--- src/rtl/inagu_ctrl_pkg.sv ---
`default_nettype none
// ============================================================================
// Module   : inagu_ctrl_pkg
// Brief    : Shared constants and state encoding for the MVU input AGU sequencer.
// Revision : 1.0 - initial release
// ============================================================================
package inagu_ctrl_pkg;

    localparam int unsigned c_bprec_default = 6;
    localparam int unsigned c_bcnt_default  = 16;
    localparam int unsigned c_latency_max   = 7;

    typedef logic [2:0] state_t;

    localparam state_t c_st_idle  = 3'd0;
    localparam state_t c_st_clr   = 3'd1;
    localparam state_t c_st_run   = 3'd2;
    localparam state_t c_st_drain = 3'd3;
    localparam state_t c_st_done  = 3'd4;

endpackage
`default_nettype wire

--- src/rtl/inagu_ctrl_tag_delay.sv ---
`default_nettype none
// ============================================================================
// Module   : tag_delay
// Brief    : DEPTH-stage shift register for {first,last} step tags.
// Revision : 1.0 - initial release
// ============================================================================
module tag_delay #(
    parameter int unsigned DEPTH = 2
) (
    input  logic       clk,
    input  logic       rst,
    input  logic [1:0] i_tag,
    output logic [1:0] o_tag,
    output logic       o_drained
);

    logic [DEPTH-1:0][1:0] r_sr;

    always_ff @(posedge clk or posedge rst) begin
        if (rst) begin
            r_sr <= '0;
        end else begin
            r_sr[0] <= i_tag;
            for (int i = 1; i < DEPTH; i++) begin
                r_sr[i] <= r_sr[i-1];
            end
        end
    end

    assign o_tag = r_sr[DEPTH-1];

    // Drained means no tag remains behind the output stage, so the pipe is
    // empty once the current output has been consumed.
    if (DEPTH == 1) begin : g_single
        assign o_drained = 1'b1;
    end else begin : g_multi
        assign o_drained = (r_sr[DEPTH-2:0] == '0);
    end

endmodule
`default_nettype wire

--- src/rtl/inagu_ctrl.sv ---
`default_nettype none
// ============================================================================
// Module   : inagu_ctrl
// Brief    : Job sequencer driving the MVU input/weight AGU and zig-zag unit.
// Revision : 1.0 - initial release
// ============================================================================
module inagu_ctrl
    import inagu_ctrl_pkg::*;
#(
    parameter int unsigned BPREC   = c_bprec_default,
    parameter int unsigned BCNT    = c_bcnt_default,
    parameter int unsigned LATENCY = 2
) (
    input  logic             clk,
    input  logic             rst,
    input  logic             start,
    input  logic [BPREC-1:0] cfg_iprecision,
    input  logic [BPREC-1:0] cfg_wprecision,
    input  logic [BCNT-1:0]  cfg_nvec,
    input  logic             stall,
    output logic [BPREC-1:0] iprecision,
    output logic [BPREC-1:0] wprecision,
    output logic             agu_en,
    output logic             zz_clr,
    output logic             zz_step,
    output logic             acc_clr,
    output logic             out_valid,
    output logic             busy,
    output logic             done,
    output logic             err
);

    localparam int unsigned c_pw  = 2 * BPREC;
    localparam int unsigned c_lat = (LATENCY < 1) ? 1 :
                                    ((LATENCY > c_latency_max) ? c_latency_max : LATENCY);

    state_t           r_state;
    state_t           w_state_next;
    logic [BPREC-1:0] r_ip;
    logic [BPREC-1:0] r_wp;
    logic [BCNT-1:0]  r_nvec;
    logic [BCNT-1:0]  r_vcnt;
    logic [c_pw-1:0]  r_plen;
    logic [c_pw-1:0]  r_pcnt;
    logic             r_err;
    logic             w_cfg_ok;
    logic             w_accept;
    logic             w_step;
    logic             w_plast;
    logic             w_vlast;
    logic             w_drained;
    logic [1:0]       w_tag_in;
    logic [1:0]       w_tag_out;

    assign w_cfg_ok = (cfg_iprecision != '0) && (cfg_wprecision != '0) && (cfg_nvec != '0);
    assign w_accept = (r_state == c_st_idle) && start && w_cfg_ok;
    assign w_step   = (r_state == c_st_run) && !stall;
    assign w_plast  = (r_pcnt == r_plen - c_pw'(1));
    assign w_vlast  = (r_vcnt == r_nvec - BCNT'(1));

    always_ff @(posedge clk or posedge rst) begin
        if (rst) begin
            r_state <= c_st_idle;
        end else begin
            r_state <= w_state_next;
        end
    end

    always_comb begin
        w_state_next = r_state;
        case (r_state)
            c_st_idle:  if (w_accept) w_state_next = c_st_clr;
            c_st_clr:   w_state_next = c_st_run;
            c_st_run:   if (w_step && w_plast && w_vlast) w_state_next = c_st_drain;
            c_st_drain: if (w_drained) w_state_next = c_st_done;
            c_st_done:  w_state_next = c_st_idle;
            default:    w_state_next = c_st_idle;
        endcase
    end

    always_comb begin
        agu_en  = w_step;
        zz_step = w_step;
        zz_clr  = (r_state == c_st_clr);
        done    = (r_state == c_st_done);
        busy    = (r_state != c_st_idle);
    end

    // Config is captured only on an accepted start so port changes mid-job are invisible.
    always_ff @(posedge clk or posedge rst) begin
        if (rst) begin
            r_ip   <= '0;
            r_wp   <= '0;
            r_nvec <= '0;
            r_plen <= '0;
        end else if (w_accept) begin
            r_ip   <= cfg_iprecision;
            r_wp   <= cfg_wprecision;
            r_nvec <= cfg_nvec;
            r_plen <= c_pw'(cfg_iprecision) * c_pw'(cfg_wprecision);
        end
    end

    always_ff @(posedge clk or posedge rst) begin
        if (rst) begin
            r_pcnt <= '0;
            r_vcnt <= '0;
        end else if (r_state == c_st_clr) begin
            r_pcnt <= '0;
            r_vcnt <= '0;
        end else if (w_step) begin
            if (w_plast) begin
                r_pcnt <= '0;
                r_vcnt <= r_vcnt + BCNT'(1);
            end else begin
                r_pcnt <= r_pcnt + c_pw'(1);
            end
        end
    end

    always_ff @(posedge clk or posedge rst) begin
        if (rst) begin
            r_err <= 1'b0;
        end else begin
            r_err <= (r_state == c_st_idle) && start && !w_cfg_ok;
        end
    end

    // Stalled cycles push an all-zero bubble so tags stay aligned with memory data.
    assign w_tag_in = w_step ? {(r_pcnt == '0), w_plast} : 2'b00;

    tag_delay #(
        .DEPTH     (c_lat)
    ) u_tag_delay (
        .clk       (clk),
        .rst       (rst),
        .i_tag     (w_tag_in),
        .o_tag     (w_tag_out),
        .o_drained (w_drained)
    );

    assign acc_clr    = w_tag_out[1];
    assign out_valid  = w_tag_out[0];
    assign err        = r_err;
    assign iprecision = r_ip;
    assign wprecision = r_wp;

endmodule
`default_nettype wire

--- config.mk ---
export PLATFORM = sky130hd
export DESIGN_NAME = inagu_ctrl
export DESIGN_NICKNAME = d
export VERILOG_FILES = /design/src/rtl/inagu_ctrl_pkg.sv /design/src/rtl/inagu_ctrl_tag_delay.sv /design/src/rtl/inagu_ctrl.sv
export SDC_FILE = /design/constraint.sdc
export NUM_CORES = 1
export LEC_CHECK = 0
export BUFFER_PORTS_ARGS = -buffer_cell sky130_fd_sc_hd__buf_2
export CAP_MARGIN = 15
export CORE_MARGIN = 2
export CORE_UTILIZATION = 45
export DETAILED_ROUTE_END_ITERATION = 10
export HOLD_SLACK_MARGIN = 0.15
export PLACE_DENSITY = 0.77
export SLEW_MARGIN = 20
export SYNTH_ARGS = -nofsm -noshare
export SYNTH_HDL_FRONTEND = slang
export SYNTH_SLANG_ARGS = --single-unit
--- constraint.sdc ---
create_clock -name clk -period 2.9 [get_ports clk]
set_clock_uncertainty 0.2 [all_clocks]
set_input_delay 0.435 -clock clk [delete_from_list [all_inputs] [get_ports clk]]
set_output_delay 0.435 -clock clk [all_outputs]
set_load 0.05 [all_outputs]
==> out/results.txt, run 1 <==
The worst setup path is of the in2reg kind. The worst setup path is captured at a flop. The number of antenna diodes in the final layout is 0.

The endpoint required time on the critical path was 2.91 ns; the maximum single-stage delay on the critical path was 0.58 ns. Net count of the mapped netlist: 663. The checks that failed: negative setup slack. In this run switching power makes up 30.0% of total power. The number of buffers on the longest clock path is 2.

The tools report the I/O pin total as 52. The clock-pin slew reported for the worst setup and hold paths after clock tree synthesis was 0.07 ns; the number of placement rows was 40. The analysis attributes to cell leakage a power of 0.00361 uW. Summed over all layers, the global routing overflow is 0. The die boundary width came out at 114 um.

The number of warnings reported in the yosys synthesis log is 0, and the cell count after placement is 825. Setup repair after global routing could not meet its margin everywhere. The number of DRC violations after detailed routing was 0.

Library cell appearing most often on the critical path: sky130_fd_sc_hd__ha_4. Dividing the detail-routed via count by the number of cells gives 5.86. Detailed placement finished with a half-perimeter wire length of 10.3 mm. The internal power was 2180 uW; the overall die height was 114 um. In this run, CTS created clock tree buffers numbering 9. The path class of the lowest-slack min-delay path is in2reg. After floorplanning, the core was sized to cover 12000 um^2. Clock tree synthesis selected as its root buffer the cell sky130_fd_sc_hd__clkbuf_16. The worst vdd rail ir drop is 0.000472 V. For the DRC marker count from the first detailed-route iteration, the log shows 338. The tools report the portion of total power attributed to the clock network as 37.2%.

The smallest clock period supported by the final layout is computed as 3.39 ns. The mapped netlist covers 5480 um^2. The wire length of the first global-routing pass came out at 24.7 mm. The filler cells instantiated in the layout total 881. Setup violations remaining at the end of the flow were counted as 16. For the detailed-route wire length, the log shows 15.6 mm. Final non-filler cell total: 867. In the final layout, the multi-input gates occupy 3770 um^2.

The arrival time of the worst setup path was 3.40 ns; the number of distinct library cells after synthesis was 54. The run gives 51.8% as the relative slew slack. The kind of cell adding the most delay to the critical path is adder cells. The via count was 5084. Number of synthesized register bits: 76.

Once detail routing completed, the nets flagged for antenna violations numbered 0. Number of global-route vias before repair: 5135. The slowest library cell on the worst path is sky130_fd_sc_hd__fa_2. The hold slack was 0.152 ns; the highest attainable clock frequency was 295 MHz. The final count of pins violating max slew is 0, and the proportion of netlist area held by the largest area contributor is 34.7%. The analysis attributes to net switching a power of 935 uW. At the later pin of the worst-skew pair, clock insertion delay measures 0.35 ns.

TritonCTS built the clock tree. The logs give 37.0% for the share of power burned in registers and 1900 um^2 for the sequential cell area. The logs give 789 for the net count of the finished layout and 25.8% for the combinational group share of total power.

The run gives 0 as the count of endpoints failing hold in the final timing report. The critical path buffer and inverter count is 1. Power spread over the standard cell area amounts to 417 nW/um^2. The tools report the total of max-cap violations as 0. For this run, the detailed router's first-pass iteration total came to 7. The share of the clock period used by the worst path is 117%, and the layout cell share with drive strength beyond 1 is 34.3%. The utilization after layout was 62.5%; the average detailed-routed wire length per instance was 17.9 um. For the pin with the worst max-slew slack, the measured transition is 0.718 ns. Along the worst hold path, the cell count comes to 2.

The tree built by TritonCTS fans out to 76 sinks. Routability-driven placement finished with a final weighted congestion of 0.818. Sequential elements use 34.7% of the synthesized area. The number of gates on the worst path with buffers counted works out to 13. The logs give 589 for the synthesized instance count and -0.486 ns for the final worst slack.

The die covers 13100 um^2. Count of H-tree levels built during CTS: 3. After synthesis, the share of flip-flops with an asynchronous set or reset is 100%. In this run, synthesis inferred 0 flip-flops with an integrated enable.

The run gives 0 as the initial antenna violation count. The average footprint of a synthesized cell came out at 9.30 um^2. Most used flip-flop cell after synthesis: sky130_fd_sc_hd__dfrtp_1.

The flow ran to the end, but the final reports show violations. The signal on the critical path passes through buf_8 -> and2_4 -> fa_1 -> ha_4 -> fa_2 -> ha_4 -> a21o_1 -> a21oi_2 -> nand2b_4 -> a21boi_2 -> o41a_1 -> xnor2_1 -> o21ai_1. Kind of start point of the critical path: an input pin.

The total routing usage reported by global routing is 23.9%. The initial utilization of the core area, before any placement, comes to 45.8%. The maximum fanout count along the critical path came out at 4.

Largest net degree at the start of global routing: 45. Yosys attributes the largest share of cell area to sky130_fd_sc_hd__dfrtp_1 35%, sky130_fd_sc_hd__mux2_2 6.4%, sky130_fd_sc_hd__fa_1 6.2%, sky130_fd_sc_hd__ha_1 5.7%, sky130_fd_sc_hd__nand2_1 4.4%. Counting cells, the worst reg-to-reg path comes to 8. Input and output buffers added on the ports amount to 51. The layout overhead on the synthesized area came out at 36.4%. The biggest area contributor in the post-synthesis netlist is sky130_fd_sc_hd__dfrtp_1.
-- state kept, by name, indices dropped and copies added (netlist names) --
register,cells
r_nvec,16
r_vcnt,16
r_pcnt,12
r_plen,12
iprecision,6
wprecision,6
r_state,3
u_tag_delay.o_tag,2
u_tag_delay.r_sr,2
err,1
-- cell usage in the layout, fill, tap and decap left out, types with 17 or more instances in the layout --
cell type                 count
sky130_fd_sc_hd__and2_1      17
sky130_fd_sc_hd__xor2_1      19
sky130_fd_sc_hd__nor2_1      31
sky130_fd_sc_hd__buf_2       40
sky130_fd_sc_hd__xnor2_1     26
sky130_fd_sc_hd__a31oi_1     17
sky130_fd_sc_hd__nand2_1     55
sky130_fd_sc_hd__ha_1        19
sky130_fd_sc_hd__mux2_2      31
sky130_fd_sc_hd__inv_1       34
sky130_fd_sc_hd__buf_4       65
sky130_fd_sc_hd__dfrtp_1     76
-- final cells by class --
class	instances	share of cell area [%]
inverter	40	2.06
tap	147	2.46
timing repair buffer	143	15.6
sequential	76	25.4
clock buffer	9	3.01
clock inverter	7	1.02
multi-input combinational	445	50.4
-- power groups by stage --
stage          Clock (uW)  Sequential (uW)  Combinational (uW)
6_report             1160             1150                 806
5_1_grt              1210             1160                 901
4_1_cts              1170             1150                 748
3_5_place_dp            0             1170                 692
3_3_place_gp            0             1170                 658
2_1_floorplan           0             1160                 448
-- logic make-up after synthesis --
kind of cell / after synthesis / synth area share, %
compound gates: 84 / 10.4
xor+xnor: 45 / 7.20
fa+ha+maj: 42 / 11.9
mux: 36 / 7.29
flops: 76 / 34.7
buf+inv: 68 / 5.00
simple gates: 238 / 23.5
-- per-layer routing --
layer / vias up / routed length [um] / global-route usage, %
li1: 2342 / - / -
met1: 2450 / 6200 / 28.9
met2: 245 / 7790 / 40.6
met3: 47 / 970 / 5.13
met4: 0 / 588 / 11.5
met5: - / 0 / 0
-- path summary, 6_finish.rpt --
kind | from | endpoint | slack [ns]
setup / recovery | cfg_wprecision[0] | r_plen[10]$_DFFE_PP0P_ | -0.49
min in group asynchronous | rst | r_vcnt[3]$_DFFE_PP0P_ | 0.55
max in group asynchronous | rst | r_pcnt[7]$_DFFE_PP0P_ | 1.26
hold / removal | cfg_nvec[4] | r_nvec[4]$_DFFE_PP0P_ | 0.15
hold reg to reg | u_tag_delay.r_sr[0]$_DFF_PP0_ | u_tag_delay.o_tag[0]$_DFF_PP0_ | 0.20
setup reg to reg | r_plen[1]$_DFFE_PP0P_ | r_vcnt[6]$_DFFE_PP0P_ | -0.10
-- Yosys cell counts, drive strengths merged (13+ instances only) --
library cell,number
nand2,64
nand4,15
nor3,13
nor4,20
a31oi,20
xnor2,26
xor2,19
fa,17
mux2,31
inv,40
nand3,14
ha,25
clkbuf,17
and2,20
nor2,32
o21ai,16
dfrtp,76
-- stage by stage --
stage	setup TNS, ns	power [uW]	worst slack [ns]	area, um^2
6_report	-2.10	3120	-0.486	7470
5_1_grt	-4.64	3270	-0.578	7470
4_1_cts	-1.78	3070	-0.482	6970
3_5_place_dp	-5.54	1860	-0.920	6380
3_3_place_gp	-4.11	1820	-0.794	6380
2_1_floorplan	-1.85	1610	-0.537	5560
-- worst reg2reg max path, delay by kind of cell (launching register included) --
kind / cells / cell delay, ns
DFF: 1 / 0.39
and+or+nand+nor: 6 / 2.08
AOI/OAI and AO/OA: 1 / 0.13
buffers and inverters: 1 / 0.13
-- repair_timing --
action | in CTS | in global routing
pin swaps | 20 | 37
gates resized for setup | 26 | 89
setup buffers | 4 | 4
cloned | 1 | 2
endpoints found under the setup margin | 25 | 29
endpoints found under the hold margin | 46 | 0
hold buffers | 15 | 0
No activity file was read; power rests on OpenSTA's default activity.
==> inputs of run 2 (changes only) <==
CORE_ASPECT_RATIO = 0.5   (was unset)
SETUP_SLACK_MARGIN = 0.05   (was unset)
==> run 2 against run 1 <==
Effect of this change:
- the run still ends with negative setup slack left
- first-iteration DRC count is 21% lower
- non-clock buffer count rose by 10
- register-to-register slack lost 0.02 ns
- highest routed layer unchanged
- sequential power barely moved
- setup slack lost 0.032 ns
- utilization rose by 2.3 points
- sequential share of layout area shrank 0.67 points
- hold slack improved by 0.0059 ns
- combinational power rose by 6.6%
- largest cell class unchanged
- power up 3.5%
==> out/results.txt, run 2 (synthesized netlist as in run 1, its figures left out) <==
The tools report the kind of start point of the critical path as an input pin. After routing the design area is 7670 um^2. After detailed routing, the number of remaining DRC violations is 0. The logs give -0.518 ns for the final worst slack and 13100 um^2 for the die area. The clock net in this run drives a total of 76 sinks.

The maximum fanout count along the critical path was 6. Walking the worst path, the cells encountered are buf_12 -> and2_4 -> fa_1 -> ha_4 -> fa_1 -> ha_1 -> a21o_1 -> a21oi_4 -> nand2b_4 -> a21boi_2 -> o41a_1 -> xnor2_1 -> o21ai_1. The post-placement cell area was 6390 um^2; the final count of pins violating max slew was 0.

The H-tree generated during clock tree synthesis spans 3 levels. TritonCTS built the clock tree. The antenna violation net count after detailed routing is 0, and the first-pass iteration count of the detailed router is 5. Initial antenna violation count: 0. The analysis attributes to cell leakage a power of 0.00373 uW. The final non-filler cell total was 895. On the critical path the largest part of the delay comes from adder cells.

The filler cells instantiated in the layout total 894. The starting density of the core came out at 46.3%. Classification of the worst setup path: in2reg. The minimum period implied by the final worst setup slack was 3.42 ns; the number of global-route vias before repair was 4987.

STA puts the critical path data arrival time at 3.43 ns. The total of max-cap violations was 0; the die boundary width was 160 um. The clock reaches the later pin of the worst-skew pair after 0.34 ns.

The library cells used most frequently in the layout, excluding fill and tap cells, are 76 x sky130_fd_sc_hd__dfrtp_1, 76 x sky130_fd_sc_hd__buf_4, 55 x sky130_fd_sc_hd__nand2_1. The core box area was 11800 um^2; the largest net degree at the start of global routing was 77. The endpoint class of the critical path is a flop.

At the end of routability-driven placement, the weighted congestion stood at 0.884. The number of placement rows was 28. The tools report the number of buffers on the longest clock path as 2. For the DRC marker count from the first detailed-route iteration, the log shows 267. The net count of the finished layout was 799; the layout overhead on the synthesized area was 40.1%. The final reports fail on negative setup slack.

The worst vdd rail ir drop was 0.000248 V. The library cell appearing most often on the critical path was sky130_fd_sc_hd__fa_1. The root buffer cell chosen for the clock tree is sky130_fd_sc_hd__clkbuf_16. The share of the clock period used by the worst path was 118%. Total routing usage reported by global routing: 22.5%.

The slowest stage of the critical path is the sky130_fd_sc_hd__fa_1 cell. Setup repair after global routing could not meet its margin everywhere. The tools report the via count as 5142. For the pin with the worst max-slew slack, the measured transition is 0.751 ns.

Setup violations remaining at the end of the flow were counted as 19. The critical path buffer and inverter count was 1; the highest attainable clock frequency was 293 MHz. Dividing total power by cell area gives a power density of 420 nW/um^2. Clock-pin slew was measured on the worst setup and hold paths at 0.06 ns. In the final routed layout, each cell accounts on average for 17.2 um. Summed over all layers, the global routing overflow is 0. The layout cell share with drive strength beyond 1 was 36.2%. After legalization and detailed placement, the total HPWL measured 9.74 mm.

In this run the tightest slew margin relative to its limit is 49.5%. For this run, the slowest stage of the critical path takes 0.59 ns. In the routed layout, each cell is associated on average with a via count of 5.75. The path class of the tightest hold or removal check is in2reg. In the final layout, the registers with the most flip-flops are r_nvec (16), r_vcnt (16). At the placement stage, the worst setup path has a slack of -0.922 ns. The detailed-route wire length came out at 15.4 mm. In this run, CTS created clock tree buffers numbering 9.

Wire length of the first global-routing pass: 23.7 mm. Once placement completed, the tool counted placed cells totaling 839. The endpoint required time on the critical path was 2.91 ns. The antenna diode count is 0. The overall die height came out at 82.0 um.

The I/O pin total is 52. The run finished, with violations left. The count of endpoints failing hold in the final timing report is 0, and the count of buffers from port buffering is 51.
[run 2: final timing paths]
check / end / startpoint / slack [ns] / cells after the start
setup / recovery: r_plen[10]$_DFFE_PP0P_ / cfg_iprecision[2] / -0.52 / 13
hold / removal: r_nvec[1]$_DFFE_PP0P_ / cfg_nvec[1] / 0.16 / 2
setup reg to reg: r_vcnt[7]$_DFFE_PP0P_ / r_plen[4]$_DFFE_PP0P_ / -0.12 / 9
hold reg to reg: u_tag_delay.o_tag[1]$_DFF_PP0_ / u_tag_delay.r_sr[1]$_DFF_PP0_ / 0.22 / 0
max in group asynchronous: r_vcnt[6]$_DFFE_PP0P_ / rst / 1.62 / 4
min in group asynchronous: wprecision[1]$_DFFE_PP0P_ / rst / 0.54 / 4
[run 2: timing repair]
action,in CTS,in global routing
pin swaps,34,36
endpoints found under the hold margin,89,0
setup buffers,16,11
setup endpoints to repair,32,47
resized for setup,46,77
cloned,1,2
hold buffers,14,0
[run 2: cell type report]
| type | instances | area [um^2] | area share [%] |
|---|---|---|---|
| Multi-Input combinational cell | 445 | 3840 | 50.0 |
| Timing Repair Buffer | 153 | 1260 | 16.4 |
| Clock inverter | 7 | 91.3 | 1.19 |
| Inverter | 40 | 150 | 1.96 |
| Tap cell | 165 | 206 | 2.69 |
| Clock buffer | 9 | 225 | 2.93 |
| Sequential cell | 76 | 1900 | 24.8 |
[run 2: where the power goes]
| group | internal (uW) | switching (uW) | leakage [uW] |
|---|---|---|---|
| Sequential | 1100 | 68.5 | 0.00105 |
| Clock | 750 | 453 | 0.000155 |
| Combinational | 439 | 420 | 0.00252 |
| Total | 2290 | 941 | 0.00373 |
[run 2: worst register-to-register path: stages, from the launching register on]
cell and delay [ns]:
sky130_fd_sc_hd__dfrtp_1 0.37, sky130_fd_sc_hd__or4_4 0.59, sky130_fd_sc_hd__nor4_4 0.30, sky130_fd_sc_hd__or4_4 0.17
sky130_fd_sc_hd__nand4_1 0.12, sky130_fd_sc_hd__or3_4 0.47, sky130_fd_sc_hd__buf_12 0.17, sky130_fd_sc_hd__buf_6 0.12
sky130_fd_sc_hd__nor4_4 0.21, sky130_fd_sc_hd__mux2i_1 0.22
[run 2: through the flow]
step	setup TNS (ns)	hold WS [ns]	power [uW]	util [%]
4_1_cts	-2.43	0.152	3120	60.9
6_report	-3.08	0.158	3230	64.8
2_1_floorplan	-1.85	0.175	1610	-
3_5_place_dp	-6.64	0.200	1860	54.0
5_1_grt	-5.25	0.162	3370	64.8
3_3_place_gp	-4.32	0.200	1830	54.0
[run 2: routing by layer]
layer  vias up  wire (um)  track usage [%]
met5         -          0                0
met4         0        260             6.49
met3        36        739             5.05
met2       167       7810             41.2
met1      2575       6560             27.1
li1       2364          -                -
==> inputs of run 3 (changes only) <==
BUFFER_PORTS_ARGS = unset   (was -buffer_cell sky130_fd_sc_hd__buf_2)
DONT_BUFFER_PORTS = 1   (was unset)
PLACE_DENSITY = 0.73   (was 0.77)
==> run 3 against run 2 <==
Effect of this change:
- the run still ends with negative setup slack left
- critical path depth shrank 1
- utilization shrank 5.1 points
- highest routed layer unchanged
- largest cell class unchanged
- maximum frequency grew 9.2%
==> out/results.txt, run 3 (synthesized netlist as in run 1, its figures left out) <==
The flow ran to the end, but the final reports show violations. The checks that failed: negative setup slack. For this run, design rule violations remaining after detail routing come to 0. The antenna violation net count after detailed routing is 0, and the final design area excluding fillers is 7070 um^2.

The starting density of the core is 46.3%, and the overall die height is 82.0 um. For the highest attainable clock frequency, the log shows 319 MHz. Timing analysis after detailed placement gives a worst setup slack of -0.656 ns. The wire length of the first global-routing pass was 22.8 mm; the number of buffers on the longest clock path was 2.

Minimum period implied by the final worst setup slack: 3.13 ns. STA classifies the critical path endpoint as a flop. The logs give 0 for the final count of pins violating max slew and 9 for the number of buffers inserted during clock tree synthesis. The via count was 4736; the overall power after layout was 3000 uW. The maximum fanout count along the critical path is 8. At the worst endpoint, the arrival time is 3.14 ns. The run gives 34 as the largest net degree at the start of global routing. The tools report the root cell of the clock tree as sky130_fd_sc_hd__clkbuf_16. During placement, the flow inserted port buffers numbering 0.

The pin slew with the least headroom to its limit is 0.732 ns. TritonCTS built the clock tree. Global routing used 21.8% of the available tracks across all layers. The detailed-route vias per instance came out at 5.68. The die area was 13100 um^2. The worst pin sits at a relative slew slack of 51.1%.

The post-route netlist has 24.4% of its cells at a drive strength greater than 1. For this design the top-level I/O count stands at 52. The analysis attributes to cell leakage a power of 0.00333 uW.

The estimated wirelength of the detail-placed design is 9.46 mm. The H-tree was split into 3 levels. For the number of global-route vias before repair, the log shows 4738. The clock-pin slew reported for the worst setup and hold paths after clock tree synthesis was 0.06 ns.

The finished layout holds 834 standard cells, fillers aside. The number of placement rows is 28. Final estimated routing congestion in global placement: 0.884.

After routing, the total negative slack on setup checks comes to -0.918 ns. The core box area is 11800 um^2. Most frequent standard cell in the layout excluding fill and tap cells: sky130_fd_sc_hd__dfrtp_1. Max-cap violations in this run came to 0.

The run gives 0 as the initial antenna violation count. Setup violations remaining at the end of the flow were counted as 8. The area growth from synthesis to layout is 29.0%.

Dividing the final minimum period by the clock period gives 108%. Wires add up to 13.8 mm. The later pin in the worst-skew pair is clocked with a latency of 0.35 ns. The kind of start point of the critical path is an input pin. The cell count after placement was 774. The endpoint required time on the critical path was 2.91 ns; the net count of the finished layout was 738. The run gives 0 as the antenna diode count. The run gives 0.000299 V as the worst vdd rail ir drop. The setup path with the least slack is of type in2reg. The final worst slack is -0.230 ns, and the clock sink count is 76. Before antenna repair, the detailed router went through 5 iterations. The top cell types in the final layout, fill and taps aside, are 76 x sky130_fd_sc_hd__dfrtp_1, 60 x sky130_fd_sc_hd__nand2_1, 51 x sky130_fd_sc_hd__buf_4. For this design the ratio of total power to cell area is 425 nW/um^2. In this run, the number of DRC markers left after iteration 0 of detailed routing was 277. The average detailed-routed wire length per instance came out at 16.5 um. The count of endpoints failing hold in the final timing report was 0; the post-placement cell area was 6050 um^2.

Global routing finished with a remaining overflow of 0. In this run the horizontal extent of the chip is 160 um. The largest registers in the layout are r_nvec (16), r_vcnt (16). The path class of the lowest-slack min-delay path is in2reg.

Setup repair after global routing could not meet its margin everywhere.
==> run 3: changes by cell type in the layout (fill, tap and decap cells not counted), sizes merged <==
cell / delta
buf: -77
dlygate4sd3: +17
clkinv: -3
clkinvlp: +2
bufinv: -1
clkbuf: +1
==> run 3: final cells by class <==
cell class | instances | area [um^2]
sequential | 76 | 1900
fill | 952 | 4770
multi-input combinational | 445 | 3640
clock inverter | 5 | 58.8
timing repair buffer | 92 | 867
tap | 165 | 206
inverter | 40 | 154
clock buffer | 11 | 243
==> run 3: power breakdown <==
part           switching [uW]  total [uW]  internal, uW
sequential               80.4        1180          1100
clock                     460        1150           692
combinational             322         673           351
total                     862        3000          2140
==> run 3: final timing paths <==
path                                                    start                        endpoint  slack [ns]  cells past startpoint
worst max-delay path                        cfg_iprecision[4]          r_plen[10]$_DFFE_PP0P_       -0.23                     12
worst min-delay path                             cfg_nvec[15]                   err$_DFF_PP0_        0.17                      3
worst max register to register          r_plen[0]$_DFFE_PP0P_           r_vcnt[6]$_DFFE_PP0P_       -0.07                     10
worst min register to register  u_tag_delay.r_sr[0]$_DFF_PP0_  u_tag_delay.o_tag[0]$_DFF_PP0_        0.20                      0
max in group asynchronous                                 rst           r_vcnt[3]$_DFFE_PP0P_        1.36                      3
min in group asynchronous                                 rst           r_nvec[9]$_DFFE_PP0P_        0.47                      2
==> run 3: critical path, stage by stage <==
cell and delay (ns):
sky130_fd_sc_hd__and2_4 0.14, sky130_fd_sc_hd__fa_1 0.48, sky130_fd_sc_hd__ha_1 0.32, sky130_fd_sc_hd__fa_1 0.46, sky130_fd_sc_hd__ha_1 0.28, sky130_fd_sc_hd__a21o_1 0.16
sky130_fd_sc_hd__a21oi_2 0.14, sky130_fd_sc_hd__nand2b_4 0.14, sky130_fd_sc_hd__a21boi_2 0.05, sky130_fd_sc_hd__o41a_1 0.33, sky130_fd_sc_hd__xnor2_1 0.14, sky130_fd_sc_hd__o21ai_1 0.07
==> run 3: timing repair <==
item,in CTS,in global routing
pin swaps,27,15
endpoints found under the setup margin,26,32
hold buffers,31,0
hold endpoints to repair,60,0
gates resized for setup,26,33
setup buffers,8,9
cloned,3,1
==> run 3: stage by stage <==
stage / util [%] / hold WS [ns]
after floorplan: - / 0.175
after global placement: 51.1 / 0.190
after detailed placement: 51.1 / 0.190
after CTS: 58.6 / 0.153
after global routing: 59.7 / 0.194
final: 59.7 / 0.171
==> run 3: layer usage <==
metal | vias up | GRT usage (%) | share of wire, %
met5 | - | 0 | 0
met4 | 0 | 5.50 | 0.93
li1 | 2245 | - | -
met1 | 2356 | 27.9 | 46
met2 | 120 | 38.7 | 48
met3 | 15 | 4.24 | 4.2
